[src/rtl/mem_arbiter_pkg.sv]
// Shared defaults and owner encoding for the two-port memory arbiter.
package mem_arbiter_pkg;

   localparam int ADDR_W_DEF       = 12;
   localparam int XLEN_DEF         = 32;
   localparam int READ_LAT_DEF     = 3;
   localparam int STARVE_LIMIT_DEF = 4;

   // Which requester owns an in-flight read.
   typedef enum logic {
      OWN_I = 1'b0,
      OWN_D = 1'b1
   } owner_e;

endpackage

[src/rtl/mem_arb_rd_tracker.sv]
// Read tracker: a READ_LAT-deep {valid, owner, addr} shift pipeline whose
// head lines up with the controller's read acknowledge.
module mem_arb_rd_tracker
   import mem_arbiter_pkg::*;
#(
   parameter int ADDR_W   = ADDR_W_DEF,
   parameter int READ_LAT = READ_LAT_DEF
) (
   input  logic              clk,
   input  logic              reset,
   input  logic              push_i,
   input  owner_e            owner_i,
   input  logic [ADDR_W-1:0] addr_i,
   input  logic              ack_i,
   output logic              head_valid_o,
   output owner_e            head_owner_o,
   output logic [ADDR_W-1:0] head_addr_o,
   output logic              err_o
);

   logic [READ_LAT-1:0] vld_q;
   owner_e              own_q [READ_LAT];
   logic [ADDR_W-1:0]   adr_q [READ_LAT];

   // Shift every cycle; stage 0 takes the command issued this cycle.
   always_ff @(posedge clk or posedge reset) begin
      if (reset) begin
         vld_q <= '0;
         for (int k = 0; k < READ_LAT; k++) begin
            own_q[k] <= OWN_I;
            adr_q[k] <= '0;
         end
      end else begin
         vld_q[0] <= push_i;
         own_q[0] <= owner_i;
         adr_q[0] <= addr_i;
         for (int k = 1; k < READ_LAT; k++) begin
            vld_q[k] <= vld_q[k-1];
            own_q[k] <= own_q[k-1];
            adr_q[k] <= adr_q[k-1];
         end
      end
   end

   assign head_valid_o = vld_q[READ_LAT-1];
   assign head_owner_o = own_q[READ_LAT-1];
   assign head_addr_o  = adr_q[READ_LAT-1];

   // An ack without a predicted read, or a predicted read without an ack.
   assign err_o = ack_i ^ head_valid_o;

endmodule

[src/rtl/mem_arbiter.sv]
// Two-port arbiter sharing one SRAM controller between instruction fetch
// and data load/store. Grants are combinational; the command is registered.
//
// Handshake: a requester raises *_req with its command and holds both
// stable until the matching *_gnt is high in the same cycle; that cycle is
// the transfer. Responses (rvalid/wack) carry no backpressure.
module mem_arbiter
   import mem_arbiter_pkg::*;
#(
   parameter int ADDR_W       = ADDR_W_DEF,
   parameter int XLEN         = XLEN_DEF,
   parameter int READ_LAT     = READ_LAT_DEF,
   parameter int STARVE_LIMIT = STARVE_LIMIT_DEF
) (
   input  logic                clk,
   input  logic                reset,
   input  logic                i_req,
   input  logic [ADDR_W-1:0]   i_addr,
   output logic                i_gnt,
   output logic                i_rvalid,
   output logic [XLEN-1:0]     i_rdata,
   output logic [ADDR_W-1:0]   i_raddr,
   input  logic                d_req,
   input  logic [ADDR_W-1:0]   d_addr,
   input  logic [XLEN/8-1:0]   d_we,
   input  logic [XLEN-1:0]     d_wdata,
   output logic                d_gnt,
   output logic                d_rvalid,
   output logic [XLEN-1:0]     d_rdata,
   output logic [ADDR_W-1:0]   d_raddr,
   output logic                d_wack,
   output logic [ADDR_W-1:0]   mem_addr,
   output logic                mem_read_en,
   output logic [XLEN/8-1:0]   mem_write_en,
   output logic [XLEN-1:0]     mem_write_data,
   input  logic [XLEN-1:0]     mem_read_data,
   input  logic                mem_read_ack,
   input  logic                mem_write_ack,
   output logic                err
);

   localparam int BE_W  = XLEN / 8;
   localparam int CNT_W = $clog2(STARVE_LIMIT + 1);

   logic [CNT_W-1:0]  starve_q, starve_d;
   logic              fetch_turn;
   logic              d_is_read;

   logic [ADDR_W-1:0] mem_addr_q;
   logic              mem_read_en_q;
   logic [BE_W-1:0]   mem_write_en_q;
   logic [XLEN-1:0]   mem_write_data_q;
   owner_e            mem_owner_q;
   logic              wr_pend_q;
   logic              err_q, err_d;

   logic              head_valid;
   owner_e            head_owner;
   logic [ADDR_W-1:0] head_addr;
   logic              rd_err;

   // Data wins by default; fetch takes the slot once it has watched
   // STARVE_LIMIT data grants go by while it was waiting.
   assign fetch_turn = i_req && (starve_q == CNT_W'(STARVE_LIMIT));
   assign d_gnt      = d_req && !fetch_turn;
   assign i_gnt      = i_req && !d_gnt;
   assign d_is_read  = (d_we == '0);

   // Starvation counter next state.
   always_comb begin
      starve_d = starve_q;
      if (!i_req || i_gnt) begin
         starve_d = '0;
      end else if (d_gnt) begin
         starve_d = starve_q + CNT_W'(1);
      end
   end

   // Command register: strobes are single-cycle pulses, zero without a grant.
   always_ff @(posedge clk or posedge reset) begin
      if (reset) begin
         starve_q         <= '0;
         mem_addr_q       <= '0;
         mem_read_en_q    <= 1'b0;
         mem_write_en_q   <= '0;
         mem_write_data_q <= '0;
         mem_owner_q      <= OWN_I;
      end else begin
         starve_q         <= starve_d;
         mem_read_en_q    <= i_gnt || (d_gnt && d_is_read);
         mem_write_en_q   <= d_gnt ? d_we : '0;
         mem_write_data_q <= (d_gnt && !d_is_read) ? d_wdata : '0;
         if (i_gnt) begin
            mem_addr_q  <= i_addr;
            mem_owner_q <= OWN_I;
         end else if (d_gnt) begin
            mem_addr_q  <= d_addr;
            mem_owner_q <= OWN_D;
         end
      end
   end

   // Each issued read enters the tracker the cycle its strobe is on the bus.
   mem_arb_rd_tracker #(
      .ADDR_W   (ADDR_W),
      .READ_LAT (READ_LAT)
   ) u_rd_tracker (
      .clk          (clk),
      .reset        (reset),
      .push_i       (mem_read_en_q),
      .owner_i      (mem_owner_q),
      .addr_i       (mem_addr_q),
      .ack_i        (mem_read_ack),
      .head_valid_o (head_valid),
      .head_owner_o (head_owner),
      .head_addr_o  (head_addr),
      .err_o        (rd_err)
   );

   // Sticky error: any read or write ack that the trackers did not predict.
   always_comb begin
      err_d = err_q || rd_err || (mem_write_ack ^ wr_pend_q);
   end

   // Write-pending flag (one cycle behind the strobe) and the error latch.
   always_ff @(posedge clk or posedge reset) begin
      if (reset) begin
         wr_pend_q <= 1'b0;
         err_q     <= 1'b0;
      end else begin
         wr_pend_q <= |mem_write_en_q;
         err_q     <= err_d;
      end
   end

   assign mem_addr       = mem_addr_q;
   assign mem_read_en    = mem_read_en_q;
   assign mem_write_en   = mem_write_en_q;
   assign mem_write_data = mem_write_data_q;
   assign err            = err_q;

   assign i_rvalid = mem_read_ack && head_valid && (head_owner == OWN_I);
   assign d_rvalid = mem_read_ack && head_valid && (head_owner == OWN_D);
   assign i_rdata  = mem_read_data;
   assign d_rdata  = mem_read_data;
   assign i_raddr  = head_addr;
   assign d_raddr  = head_addr;
   assign d_wack   = mem_write_ack && wr_pend_q;

endmodule

[config.mk]
export PLATFORM = sky130hd
export DESIGN_NAME = mem_arbiter
export DESIGN_NICKNAME = d
export VERILOG_FILES = /design/src/rtl/mem_arbiter_pkg.sv /design/src/rtl/mem_arb_rd_tracker.sv /design/src/rtl/mem_arbiter.sv
export SDC_FILE = /design/constraint.sdc
export NUM_CORES = 1
export LEC_CHECK = 0
export CAP_MARGIN = 15
export CORE_ASPECT_RATIO = 0.9
export CORE_UTILIZATION = 40
export CTS_CLUSTER_DIAMETER = 150
export DETAILED_ROUTE_END_ITERATION = 7
export PLACE_DENSITY = 0.86
export SYNTH_ARGS = -nofsm -noshare
export SYNTH_HDL_FRONTEND = slang
export SYNTH_SLANG_ARGS = --single-unit
[constraint.sdc]
create_clock -name clk -period 9.85 [get_ports clk]
set_input_delay 2.4625 -clock clk [delete_from_list [all_inputs] [get_ports clk]]
set_output_delay 2.4625 -clock clk [all_outputs]
set_load 0.005 [all_outputs]
==> results.toml <==
[floorplan]
dieArea_mm2 = 0.01009
core_mm2 = 0.009249
initial_core_util = 0.4190
rows = 33
die_w_um = 105.8
die_h_um = 95.38
pin_count = 241

[setup_path]
path_max_fanout = 19
worst-path-buf-inv = 3
crit_family = "buffers and inverters"
worst_setup_path_start_kind = "input port"
cpMostUsedCell = "clkdlybuf4s50_1"
crit_path_max_incr_delay_ns = 0.50
critPathCaptureType = "primary output"
path_cells = "clkdlybuf4s50_1, buf_4, nand3_4, nand2_2, and2_1, clkdlybuf4s50_1"
cp_slowest_cell = "clkdlybuf4s50_1"
cp.arrival_ns = 4.27
path_class = "in -> out"
cp.required_ns = 7.39

[detailed_routing]
dr.pass1.iters = 4
drc = 0
totalWireLength_mm = 7.790
vias = 2088
drtIter0Drc = 64
ant_nets = 0
via_per_inst = 4.377
wl_per_cell_um = 16.33

[clock_tree]
htreeDepth = 3
clkTransAtPathRegs_ns = 0.08
clk_path_buf_depth = 2
cts.sink_count = 97
cts-root-buf = "clkbuf_8"
hold_buffers = 0
cts_resized = 0
postCtsSetupRepairBufs = 0
cts_tree = "done"
numCtsBuffers = 9
clock_latency_ns = 0.36

[power]
p_sw_w = 0.0001932
clock_power_share = 0.303
p_seq_frac = 0.556
power.internal_w = 0.0005979
switching_share = 0.2442
power.share.combinational = 0.142
ir_worst_vdd_mv = 0.08227
p_leak_nw = 2.207
powerDensity_mw_per_mm2 = 160.1

[timing]
rsz0062_at_grt = "false"
hold_viol_final = 0
skew_ns = 0.01495
slew_headroom = 0.4076
finalSetupTns_ns = 0
fin_crit_ns = 6.731
tightest_slew_ns = 0.8885
final_max_slew_viol_count = 0
setup_violations = 0
timing.final.crit_share = 0.6834
fin_hold_ws_ns = 0.3534
max_freq_ghz = 0.1486

[min_path]
min_path_type = "reg -> reg"

[synthesis]
synth.distinct_cells = 24
synth_top_area_cell = "dfrtp_1"
syn_inst = 290
syn-num-nets = 392
synthMuxAreaShare = 0.03390
synth_compound_area_frac = 0.01679
synth_adder_area_share = 0.01292
syn_area_mm2 = 0.003875
yosys.area_share.xor_xnor = 0.002260
yosys_warnings = 0
synth_top_family_by_area = "buffers and inverters"
ys_seq_area_frac = 0.6264
synth-simple-area-share = 0.1137
yosys.area.top_type_share = 0.6264
avgSynthCellArea_um2 = 13.36
synth-seq-cells = 97
synth_top_cells_by_area = "dfrtp_1 (63%), buf_4 (17%), and2_4 (5.0%)"

[layout]
diodes = 0
finalNetCount = 452
layout.cells.non_filler = 477
area_growth_pct = 27.48
fillCellCount = 789
post-route-util = 0.5341
drive_gt1_frac = 0.1324

[placement]
placedCellCount = 461
place_congestion = 0.7605
dp_hpwl_mm = 5.923
io_buffers = 144

[global_route]
grt_antenna_before_repair = 0
grt_max_degree = 76
grt_pass1_wl_mm = 11.41
grt-ovfl-total = 0
grt.total_usage = 0.1523
grt_pass1_vias = 2257

[status]
status = "completed"

[run]
maxCapViolCount = 0
placed cells by master (no fill, tap or decap), types with 2 or more instances in the layout:
cell type,count
and2_1,12
and2_4,22
and3_1,7
buf_4,2
clkbuf_8,9
clkdlybuf4s50_1,144
clkinvlp_4,3
dfrtp_1,97
ha_1,4
inv_1,3
inv_8,2
mux2i_1,12
nand3_1,12
o21ai_0,8
o21ai_1,5
cell usage after synthesis:
library cell  count
and2_1           12
and2_4           22
and3_1            7
and3b_4           1
buf_2             1
buf_4            88
buf_6             5
clkbuf_1          3
dfrtp_1          97
ha_1              4
inv_1             4
inv_2             1
mux2_2            1
mux2i_1          12
nand2_2           1
nand3_1          12
nand3_4           1
nor2b_1           1
nor4_2            1
o21ai_0           8
o21ai_1           5
or3_1             1
or4_1             1
xor2_1            1
sequential cells by signal (all words and copies together), names as in the netlist, 2 cells and up:
name	cells
mem_write_data	32
u_rd_tracker.head_addr_o	12
mem_addr	12
u_rd_tracker.vld_q	3
u_rd_tracker.own_q	2
mem_write_en	4
u_rd_tracker.adr_q	24
starve_q	3
power by group through the flow:
stage,registers [W],logic (W),clock network [W]
2_1_floorplan,0.000445,0.0000665,0
3_3_place_gp,0.000446,0.000111,0
3_5_place_dp,0.000448,0.000114,0
4_1_cts,0.000440,0.000114,0.000248
5_1_grt,0.000443,0.000120,0.000263
6_report,0.000440,0.000112,0.000240
layout make-up:
class                      instances  area, um2  area share
timing repair buffer             146       1456      0.2948
tap                              122      152.6     0.03090
sequential                        97       2427      0.4914
multi-input combinational         91      695.7      0.1408
clock buffer                       9      123.9     0.02508
inverter                           5      21.27    0.004306
clock inverter                     7      62.56     0.01266
final timing paths:
check,from,endpoint,slack (ns),depth (start not counted)
worst max-delay path,i_req,i_gnt,3.12,6
worst min-delay path,u_rd_tracker.adr_q[20]$_DFF_PP0_,u_rd_tracker.head_addr_o[8]$_DFF_PP0_,0.35,0
worst max register to register,starve_q[0]$_DFFE_PP0P_,mem_read_en$_DFF_PP0_,8.17,6
worst min register to register,u_rd_tracker.adr_q[20]$_DFF_PP0_,u_rd_tracker.head_addr_o[8]$_DFF_PP0_,0.35,0
max in group asynchronous,reset,mem_write_en[1]$_DFF_PP0_,6.27,3
min in group asynchronous,reset,mem_write_data[21]$_DFF_PP0_,2.40,2
kinds of logic after synthesis:
family,Yosys count
AOI/OAI and AO/OA,13
xor gates and xnor gates,1
adders and majority gates,4
buffers and inverters,102
DFF,97
muxes,13
and+or+nand+nor,60
worst reg2reg max path, cell delays in order (launching register included):
cell     delay (ns)
dfrtp_1        0.37
inv_1          0.06
ha_1           0.23
nand3_4        0.20
nand2_2        0.10
inv_2          0.25
mux2_2         0.37
stage by stage:
| step | setup slack, ns | power, W | instance area, um2 |
|---|---|---|---|
| final | 3.119 | 0.0007911 | 4940 |
| after global routing | 3.029 | 0.0008261 | 4940 |
| after CTS | 3.114 | 0.0008021 | 4940 |
| after detailed placement | 3.138 | 0.0005619 | 4753 |
| after global placement | 3.188 | 0.0005575 | 4753 |
| after floorplan | 4.405 | 0.0005120 | 3875 |
routing by layer:
layer  GRT usage  vias up  wire length [um]
met5           0        -                 0
met4      0.1019        0               300
met3     0.03418       33               519
met2      0.2761      104              4129
met1      0.1608     1000              2841
li1            -      951                 -
(Power assumes the default switching activity.)
